### config.mk
export PLATFORM = sky130hd
export DESIGN_NAME = pipe_stage_reg_flat
export DESIGN_NICKNAME = d
export VERILOG_FILES = /design/src/rtl/pipe_pkg.sv /design/src/rtl/pipe_stage_reg_if.sv /design/src/rtl/pipe_slot.sv /design/src/rtl/pipe_stage_reg.sv /design/src/flat_wrapper.sv
export SDC_FILE = /design/constraint.sdc
export NUM_CORES = 1
export LEC_CHECK = 0
export ABC_CLOCK_PERIOD_IN_PS = 3000
export BUFFER_PORTS_ARGS = -buffer_cell sky130_fd_sc_hd__buf_2
export CAP_MARGIN = 20
export CORE_MARGIN = 4
export CORE_UTILIZATION = 42
export CTS_CLUSTER_DIAMETER = 150
export DETAILED_ROUTE_END_ITERATION = 7
export GPL_TIMING_DRIVEN = 1
export MAX_ROUTING_LAYER = met4
export PLACE_DENSITY = 0.82
export SLEW_MARGIN = 5
export SYNTH_ARGS = -nofsm -noshare
export SYNTH_HDL_FRONTEND = slang
export SYNTH_SLANG_ARGS = --single-unit
### constraint.sdc
create_clock -name clk_i -period 3 [get_ports clk_i]
set_input_delay 0.3 -clock clk_i [delete_from_list [all_inputs] [get_ports clk_i]]
set_output_delay 0.3 -clock clk_i [all_outputs]
set_load 0.02 [all_outputs]
### src/rtl/pipe_pkg.sv
// Shared widths, control-bundle layout and selector encoding for pipe_stage_reg
// and its sub-modules.
package pipe_pkg;

  // Bundle layout, MSB first: write-back, memory, execute fields.
  typedef struct packed {
    logic [1:0] wb;
    logic [2:0] mem;
    logic [2:0] ex;
  } ctrl_bundle_t;

  localparam int unsigned CTRL_W = $bits(ctrl_bundle_t);
  localparam int unsigned DATA_W = 32;
  localparam int unsigned LANES  = 3;
  localparam int unsigned TAG_W  = 15;
  localparam int unsigned CNT_W  = 16;

  localparam ctrl_bundle_t CTRL_NOP = '0;

  typedef enum logic [1:0] {
    M_HOLD,
    M_FROM_SKID,
    M_FROM_IN,
    M_DRAIN
  } m_sel_e;

endpackage

### src/rtl/pipe_stage_reg_if.sv
// Handshake and payload bundle of one pipeline stage register: the stage itself
// uses the slave view, the surrounding pipeline uses the master view.
interface pipe_stage_reg_if
  import pipe_pkg::*;
#(
  parameter int unsigned CTRL_W = pipe_pkg::CTRL_W,
  parameter int unsigned DATA_W = pipe_pkg::DATA_W,
  parameter int unsigned LANES  = pipe_pkg::LANES,
  parameter int unsigned TAG_W  = pipe_pkg::TAG_W,
  parameter int unsigned CNT_W  = pipe_pkg::CNT_W
);

  logic                    valid_i;
  logic                    ready_o;
  logic [CTRL_W-1:0]       ctrl_i;
  logic [LANES*DATA_W-1:0] data_i;
  logic [TAG_W-1:0]        tag_i;
  logic                    flush_i;
  logic                    valid_o;
  logic                    ready_i;
  logic [CTRL_W-1:0]       ctrl_o;
  logic [LANES*DATA_W-1:0] data_o;
  logic [TAG_W-1:0]        tag_o;
  logic [CNT_W-1:0]        stall_cnt_o;

  modport slave (
    input  valid_i, ctrl_i, data_i, tag_i, flush_i, ready_i,
    output ready_o, valid_o, ctrl_o, data_o, tag_o, stall_cnt_o
  );

  modport master (
    output valid_i, ctrl_i, data_i, tag_i, flush_i, ready_i,
    input  ready_o, valid_o, ctrl_o, data_o, tag_o, stall_cnt_o
  );

endinterface

### src/rtl/pipe_slot.sv
// One pipeline entry (valid, control bundle, data lanes, tag) updated on the
// falling clock edge; clear_i empties the entry and zeroes its control.
module pipe_slot
  import pipe_pkg::*;
#(
  parameter int unsigned CTRL_W = pipe_pkg::CTRL_W,
  parameter int unsigned DATA_W = pipe_pkg::DATA_W,
  parameter int unsigned LANES  = pipe_pkg::LANES,
  parameter int unsigned TAG_W  = pipe_pkg::TAG_W
) (
  input  logic                    clk_i,
  input  logic                    rst_i,
  input  logic                    load_i,
  input  logic                    clear_i,
  input  logic [CTRL_W-1:0]       ctrl_i,
  input  logic [LANES*DATA_W-1:0] data_i,
  input  logic [TAG_W-1:0]        tag_i,
  output logic                    valid_o,
  output logic [CTRL_W-1:0]       ctrl_o,
  output logic [LANES*DATA_W-1:0] data_o,
  output logic [TAG_W-1:0]        tag_o
);

  localparam logic [CTRL_W-1:0] NOP = CTRL_W'(CTRL_NOP);

  logic                    valid_q, valid_d;
  logic [CTRL_W-1:0]       ctrl_q, ctrl_d;
  logic [LANES*DATA_W-1:0] data_q, data_d;
  logic [TAG_W-1:0]        tag_q, tag_d;

  always_comb begin
    // NOTE: every combinational output gets a default first, so no path can infer a latch.
    valid_d = valid_q;
    ctrl_d  = ctrl_q;
    data_d  = data_q;
    tag_d   = tag_q;
    if (clear_i) begin
      valid_d = 1'b0;
      ctrl_d  = NOP;
    end else if (load_i) begin
      valid_d = 1'b1;
      ctrl_d  = ctrl_i;
      data_d  = data_i;
      tag_d   = tag_i;
    end
  end

  // NOTE: state registers use non-blocking assignments so every flop samples pre-edge values.
  always_ff @(negedge clk_i) begin
    if (rst_i) begin
      valid_q <= 1'b0;
      ctrl_q  <= NOP;
      // NOTE: data and tag are reset too, so outputs read all-zero straight after reset.
      data_q  <= '0;
      tag_q   <= '0;
    end else begin
      valid_q <= valid_d;
      ctrl_q  <= ctrl_d;
      data_q  <= data_d;
      tag_q   <= tag_d;
    end
  end

  assign valid_o = valid_q;
  assign ctrl_o  = ctrl_q;
  assign data_o  = data_q;
  assign tag_o   = tag_q;

endmodule

### src/rtl/pipe_stage_reg.sv
// Generic pipeline stage register with valid/ready flow control, flush, bubble
// masking and a saturating stall counter. Define PIPE_STAGE_SKID_EN for the skid slot.
module pipe_stage_reg
  import pipe_pkg::*;
#(
  parameter int unsigned CTRL_W = pipe_pkg::CTRL_W,
  parameter int unsigned DATA_W = pipe_pkg::DATA_W,
  parameter int unsigned LANES  = pipe_pkg::LANES,
  parameter int unsigned TAG_W  = pipe_pkg::TAG_W,
  parameter int unsigned CNT_W  = pipe_pkg::CNT_W
) (
  input logic             clk_i,
  input logic             rst_i,
  pipe_stage_reg_if.slave bus
);

  localparam int unsigned       DW      = LANES * DATA_W;
  localparam logic [CTRL_W-1:0] NOP     = CTRL_W'(CTRL_NOP);
  localparam logic [CNT_W-1:0]  CNT_MAX = '1;

  logic              m_valid, s_valid;
  logic [CTRL_W-1:0] m_ctrl, s_ctrl, m_ctrl_src;
  logic [DW-1:0]     m_data, s_data, m_data_src;
  logic [TAG_W-1:0]  m_tag, s_tag, m_tag_src;

  logic   ready, in_fire, out_fire, m_free;
  logic   m_load, m_clear;
  m_sel_e m_sel;

  logic [CNT_W-1:0] stall_cnt_q, stall_cnt_d;

  assign in_fire  = bus.valid_i & ready;
  assign out_fire = m_valid & bus.ready_i;
  assign m_free   = ~m_valid | out_fire;

  // The skid entry is older than anything on the input, so it refills M first.
  always_comb begin
    m_sel = M_HOLD;
    if (m_free) begin
      if (s_valid)      m_sel = M_FROM_SKID;
      else if (in_fire) m_sel = M_FROM_IN;
      else              m_sel = M_DRAIN;
    end
  end

  assign m_load     = (m_sel == M_FROM_SKID) | (m_sel == M_FROM_IN);
  assign m_clear    = bus.flush_i | (m_sel == M_DRAIN);
  assign m_ctrl_src = (m_sel == M_FROM_SKID) ? s_ctrl : bus.ctrl_i;
  assign m_data_src = (m_sel == M_FROM_SKID) ? s_data : bus.data_i;
  assign m_tag_src  = (m_sel == M_FROM_SKID) ? s_tag  : bus.tag_i;

  pipe_slot #(
    .CTRL_W(CTRL_W),
    .DATA_W(DATA_W),
    .LANES (LANES),
    .TAG_W (TAG_W)
  ) u_main (
    .clk_i  (clk_i),
    .rst_i  (rst_i),
    .load_i (m_load),
    .clear_i(m_clear),
    .ctrl_i (m_ctrl_src),
    .data_i (m_data_src),
    .tag_i  (m_tag_src),
    .valid_o(m_valid),
    .ctrl_o (m_ctrl),
    .data_o (m_data),
    .tag_o  (m_tag)
  );

`ifdef PIPE_STAGE_SKID_EN
  logic s_load, s_clear;

  // S catches the input only while M is stuck; ready_o then drops one edge later.
  assign s_load  = m_valid & ~out_fire & in_fire;
  assign s_clear = bus.flush_i | (m_sel == M_FROM_SKID);

  pipe_slot #(
    .CTRL_W(CTRL_W),
    .DATA_W(DATA_W),
    .LANES (LANES),
    .TAG_W (TAG_W)
  ) u_skid (
    .clk_i  (clk_i),
    .rst_i  (rst_i),
    .load_i (s_load),
    .clear_i(s_clear),
    .ctrl_i (bus.ctrl_i),
    .data_i (bus.data_i),
    .tag_i  (bus.tag_i),
    .valid_o(s_valid),
    .ctrl_o (s_ctrl),
    .data_o (s_data),
    .tag_o  (s_tag)
  );

  assign ready = ~s_valid;
`else
  assign s_valid = 1'b0;
  assign s_ctrl  = NOP;
  assign s_data  = '0;
  assign s_tag   = '0;
  assign ready   = bus.ready_i | ~m_valid;
`endif

  always_comb begin
    stall_cnt_d = stall_cnt_q;
    if (m_valid && !bus.ready_i && (stall_cnt_q != CNT_MAX)) begin
      stall_cnt_d = stall_cnt_q + CNT_W'(1);
    end
  end

  always_ff @(negedge clk_i) begin
    if (rst_i) stall_cnt_q <= '0;
    else       stall_cnt_q <= stall_cnt_d;
  end

  assign bus.ready_o     = ready;
  assign bus.valid_o     = m_valid;
  assign bus.ctrl_o      = m_valid ? m_ctrl : NOP;
  assign bus.data_o      = m_data;
  assign bus.tag_o       = m_tag;
  assign bus.stall_cnt_o = stall_cnt_q;

endmodule
### src/flat_wrapper.sv
// flat-port wrapper written by rule: the top's interface ports become plain ports
module pipe_stage_reg_flat import pipe_pkg::*;
#(
  parameter int unsigned CTRL_W = pipe_pkg::CTRL_W,
  parameter int unsigned DATA_W = pipe_pkg::DATA_W,
  parameter int unsigned LANES  = pipe_pkg::LANES,
  parameter int unsigned TAG_W  = pipe_pkg::TAG_W,
  parameter int unsigned CNT_W  = pipe_pkg::CNT_W
)
  (clk_i, rst_i, bus_valid_i, bus_ctrl_i, bus_data_i, bus_tag_i, bus_flush_i, bus_ready_i, bus_ready_o, bus_valid_o, bus_ctrl_o, bus_data_o, bus_tag_o, bus_stall_cnt_o);
  pipe_stage_reg_if #(.CTRL_W(CTRL_W), .DATA_W(DATA_W), .LANES(LANES), .TAG_W(TAG_W), .CNT_W(CNT_W)) bus_i ();
  input logic clk_i;
  input logic rst_i;
  input wire logic [$bits(bus_i.valid_i)-1:0] bus_valid_i;
  input wire logic [$bits(bus_i.ctrl_i)-1:0] bus_ctrl_i;
  input wire logic [$bits(bus_i.data_i)-1:0] bus_data_i;
  input wire logic [$bits(bus_i.tag_i)-1:0] bus_tag_i;
  input wire logic [$bits(bus_i.flush_i)-1:0] bus_flush_i;
  input wire logic [$bits(bus_i.ready_i)-1:0] bus_ready_i;
  output wire logic [$bits(bus_i.ready_o)-1:0] bus_ready_o;
  output wire logic [$bits(bus_i.valid_o)-1:0] bus_valid_o;
  output wire logic [$bits(bus_i.ctrl_o)-1:0] bus_ctrl_o;
  output wire logic [$bits(bus_i.data_o)-1:0] bus_data_o;
  output wire logic [$bits(bus_i.tag_o)-1:0] bus_tag_o;
  output wire logic [$bits(bus_i.stall_cnt_o)-1:0] bus_stall_cnt_o;
  assign bus_i.valid_i = bus_valid_i;
  assign bus_i.ctrl_i = bus_ctrl_i;
  assign bus_i.data_i = bus_data_i;
  assign bus_i.tag_i = bus_tag_i;
  assign bus_i.flush_i = bus_flush_i;
  assign bus_i.ready_i = bus_ready_i;
  assign bus_ready_o = bus_i.ready_o;
  assign bus_valid_o = bus_i.valid_o;
  assign bus_ctrl_o = bus_i.ctrl_o;
  assign bus_data_o = bus_i.data_o;
  assign bus_tag_o = bus_i.tag_o;
  assign bus_stall_cnt_o = bus_i.stall_cnt_o;
  pipe_stage_reg #(.CTRL_W(CTRL_W), .DATA_W(DATA_W), .LANES(LANES), .TAG_W(TAG_W), .CNT_W(CNT_W)) u_core (.clk_i(clk_i), .rst_i(rst_i), .bus(bus_i));
endmodule
Word level (Yosys, flattened, before mapping)
Cells that the tools add are included.
{ "word_totals": {"output_inout_bits": 137, "regBits": 136, "wordCells": 29, "inputBits": 124} }
{ "classes": {"bitwise": 8, "add_sub_neg": 1, "n_eq_ne": 4, "mux": 6, "reduce_logical": 5} }
{ "op_table": {"columns": ["op", "n"], "rows": [
  ["2-to-1 mux 96 bit", 1],
  ["adder 16 x 1 -> 16 bit, second input constant", 1],
  ["2-to-1 mux 8 bit", 2],
  ["inequality test 16 bit, second input constant", 1],
  ["2-to-1 mux 15 bit", 1],
  ["equality test 2 bit, second input constant", 2],
  ["OR 1 bit", 4],
  ["AND 1 bit", 2],
  ["equality test 2 x 1 -> 1 bit, second input constant", 1],
  ["logical AND 1 bit", 2],
  ["2-to-1 mux 2 bit", 1],
  ["inverter 1 bit", 2],
  ["AND reduction 2 bit", 1],
  ["OR reduction 2 bit", 1],
  ["zero test 1 bit", 1],
  ["2-to-1 mux 1 bit", 1]
]} }

Depth between registers and ports, before layout
{ "logic_depth": {"depth_word": 9, "mapped_depth": 7, "depth_no_buf": 5} }

Hierarchy
A second synthesis with hierarchy kept.
{ "hier_totals": {"hier_cells": 762, "area_unflattened_um2": 6706.4} }
{ "modules_own_cells": {"columns": ["module", "area_per_inst_um2", "cells_each", "instances", "seq_area_each_um2"], "rows": [
  ["pipe_slot", 5308.8, 536, 1, 2402.3],
  ["pipe_stage_reg", 1397.6, 226, 1, 320.3]
]} }

==> results_dict.tcl <==
set metrics [dict create \
    start_util_pct 43.13 \
    setup_slack_ps -15.99 \
    nets 1147 \
    synth_area_um2 4946 \
    postCtsHoldBufs 0 \
    cts_buffers 17 \
    worstPathArrival_ps 2720 \
    clock_latency_ps 470 \
    crit_path_end_kind "output pin" \
    grt_max_degree 69 \
    hp-start "u_core.u_main.ctrl_o[3]$_SDFFE_NP0P_" \
    drv_slew 0 \
    avgSynthCellArea_um2 7.914 \
    r2r-start "u_core.bus.stall_cnt_o[0]$_SDFFE_NP0P_" \
    die_w_um 116.5 \
    wl_mm 16.15 \
    setup_viol 1 \
    final_cell_mix "250 x buf_2, 236 x nand2_1, 142 x inv_1, 135 x dfxtp_1, 130 x a21oi_1" \
    hold_viol_final 0 \
    ys_ff_latch 136 \
    whs_ps 446.1 \
    viasPerCell 4.920 \
    root_buffer "clkbuf_16" \
    htree_num_levels 4 \
    min_path_cells 2 \
    first_pass_iters 5 \
    cp-start-kind "flip-flop" \
    io_buffers 260 \
    placed_cells 1008 \
    skew_ps 30.41 \
    relSlewSlack_pct 34.63 \
    status "complete, but fails checks" \
    pre_cts_ws_ps -153.6 \
    r2r_setup_slack_ps 520 \
    routedWlPerCell_um 13.73 \
    top_level_ports 261 \
    holdCritPathClass "flip-flop to flip-flop" \
    layoutNonFillerInstCount 1176 \
    clk_pin_slew_ps 30 \
    layout.area.seq_um2 2724 \
    violations "setup timing" \
    hold_path_end "u_core.u_main.ctrl_o[3]$_SDFFE_NP0P_" \
    synth_nets 750 \
    cp.required_ps 2700 \
    first_global_vias 5643 \
    syn_to_final_growth_pct 55.88 \
    cts_tree "yes" \
    diodes 0 \
    post-dp-hpwl_mm 10.39 \
    drive_above_1_share_pct 31.46 \
    postSynthCellCount 625 \
    maxCapViolCount 0 \
    crit_type "flip-flop to output pin" \
    drtAntennaViolNets 0 \
    antenna_found_initial 0 \
    drc 0 \
    rsz0062_at_grt "yes" \
    yosysSeqAreaShare_pct 55.05 \
    rows 39 \
    p_comb_share_pct 9.0 \
    pwr-share-seq_pct 37.2 \
    ys_warn_count 0 \
    clockPowerShare_pct 53.8 \
    p_per_area_nw_per_um2 673.4 \
    clk_path_buf_depth 2 \
    grt_pass1_wl_mm 24.48 \
    crit_path_max_fanout 2 \
    place_congestion 0.8166 \
    grt_use_total_pct 23.41 \
    yosys.cell_types.count 36 \
    p_sw_share_pct 30.44 \
    p_leak_uw 0.004053 \
    worst-r2r-cell-count 6 \
    drtIter0Drc 488 \
    core-area_um2 11470 \
    vdd_drop_max_uv 545.3 \
    cts_sinks 136 \
    grt-ovfl-total 0 \
    layout_commonest_cell "buf_2" \
    worst-slew-pin-transition_ps 969.9 \
    fillCellCount 898 \
    via_count 5786 \
    timing.rr.end "u_core.bus.stall_cnt_o[1]$_SDFFE_NP0P_" \
    die_y_um 116.5 \
    final_util_pct 67.23 \
    multi_input_area_um2 2066 \
    power.internal_uw 3611 \
    dieArea_um2 13580 \
    p_switching_uw 1581 \
]
-- cell usage after synthesis --
cell type	instances	area (um2)
nor3_1	3	15.01
o21ai_1	1	5.000
mux2_2	1	11.26
and2_1	8	50.05
nand4_1	4	25.02
or2_0	1	6.260
nand4_4	1	21.27
xor2_1	1	8.760
inv_1	6	22.52
or4_1	4	30.03
or3_1	6	37.54
clkbuf_1	39	146.4
buf_2	1	5.000
a211oi_1	1	7.510
or4_4	1	11.26
nor2b_1	1	6.260
nand3b_1	1	7.510
a21oi_1	130	650.6
o31ai_1	2	15.01
dfxtp_1	136	2723
mux2i_1	2	20.02
nor2_1	7	26.28
ha_1	1	12.51
nand4bb_1	1	11.26
nor3b_1	1	7.510
nand2_1	236	885.9
and2b_1	1	7.510
o311a_1	1	10.01
nor4_1	2	12.51
and3_1	1	6.260
o21ai_0	7	35.03
nand3_1	12	60.06
buf_1	1	3.750
nand4b_1	1	8.760
o41ai_1	2	17.52
o41ai_2	1	16.27
-- stage by stage --
step,setup TNS [ps],area [um2],power (uW)
finish,-15.99,7710,5192
floorplan,-72.26,4972,2473
CTS,-14.38,7645,5275
detailed placement,-10550,6525,2689
global placement,-10460,6525,2681
global route,-145.7,7710,5550
-- worst max-delay path by stage --
| stage | end | slack [ps] | startpoint | cells after the start |
|---|---|---|---|---|
| 2_1_floorplan | u_core.bus.stall_cnt_o[10]$_SDFFE_NP0P_ | -70 | bus_ready_i | 5 |
| 3_3_place_gp | u_core.bus.stall_cnt_o[10]$_SDFFE_NP0P_ | -150 | bus_ready_i | 6 |
| 3_5_place_dp | u_core.bus.stall_cnt_o[10]$_SDFFE_NP0P_ | -150 | bus_ready_i | 6 |
| 4_1_cts | bus_ready_o | -10 | u_core.u_main.valid_o$_SDFFE_NP0P_ | 4 |
| 5_1_grt | bus_ready_o | -70 | u_core.u_main.valid_o$_SDFFE_NP0P_ | 4 |
| 6_report | bus_ready_o | -20 | u_core.u_main.valid_o$_SDFFE_NP0P_ | 4 |
-- sequential cells by signal, summed over array words and instances (netlist names) --
name and count:
u_core.bus.stall_cnt_o 16, u_core.u_main.valid_o 1, u_core.u_main.data_o 96, u_core.u_main.tag_o 15, u_core.u_main.ctrl_o 8
-- per-layer routing --
metal	up-vias	wire (um)	share of wire (%)	global-route usage, %
met1	2604	6041	37	23.80
met5	-	0	0	-
met4	0	290	1.8	14.69
met2	295	7937	49	35.58
li1	2861	-	-	-
met3	26	1880	12	12.07
-- worst max-delay path, cell delays in order (launching register included) --
cell and delay, ps:
dfxtp_2 310, and2b_2 200, inv_2 70, buf_8 100, buf_6 100
-- what timing repair did --
| item | in CTS | in global routing |
|---|---|---|
| resized for setup | 8 | 19 |
| buffers inserted | 3 | 1 |
| pin swaps | 0 | 0 |
| endpoints found under the hold margin | 0 | 0 |
| endpoints found under the setup margin | 4 | 9 |
-- kinds of logic (layout without fill, tap and decap cells) --
kind of cell | after synthesis | after routing | share of synthesized area (%)
xor+xnor | 1 | 1 | 0.1771
fa+ha+maj | 1 | 1 | 0.2529
compound gates | 145 | 145 | 15.30
buf+inv | 47 | 455 | 3.592
simple gates | 292 | 292 | 24.99
flops | 136 | 136 | 55.05
mux | 3 | 3 | 0.6324
-- power groups by stage --
stage	Combinational, uW	Clock [uW]	Sequential [uW]
final	469	2790	1930
after global routing	513	3100	1930
after CTS	470	2870	1930
after detailed placement	460	276	1950
after global placement	456	276	1950
after floorplan	158	276	2040
-- cell type report --
type / count / share of cell area, %
Multi-Input combinational cell: 442 / 26.79
Timing Repair Buffer: 284 / 21.26
Clock inverter: 149 / 8.536
Inverter: 5 / 0.2434
Sequential cell: 136 / 35.33
Tap cell: 143 / 2.321
Clock buffer: 17 / 5.518
Note: power is estimated with default switching activity, not from simulation.
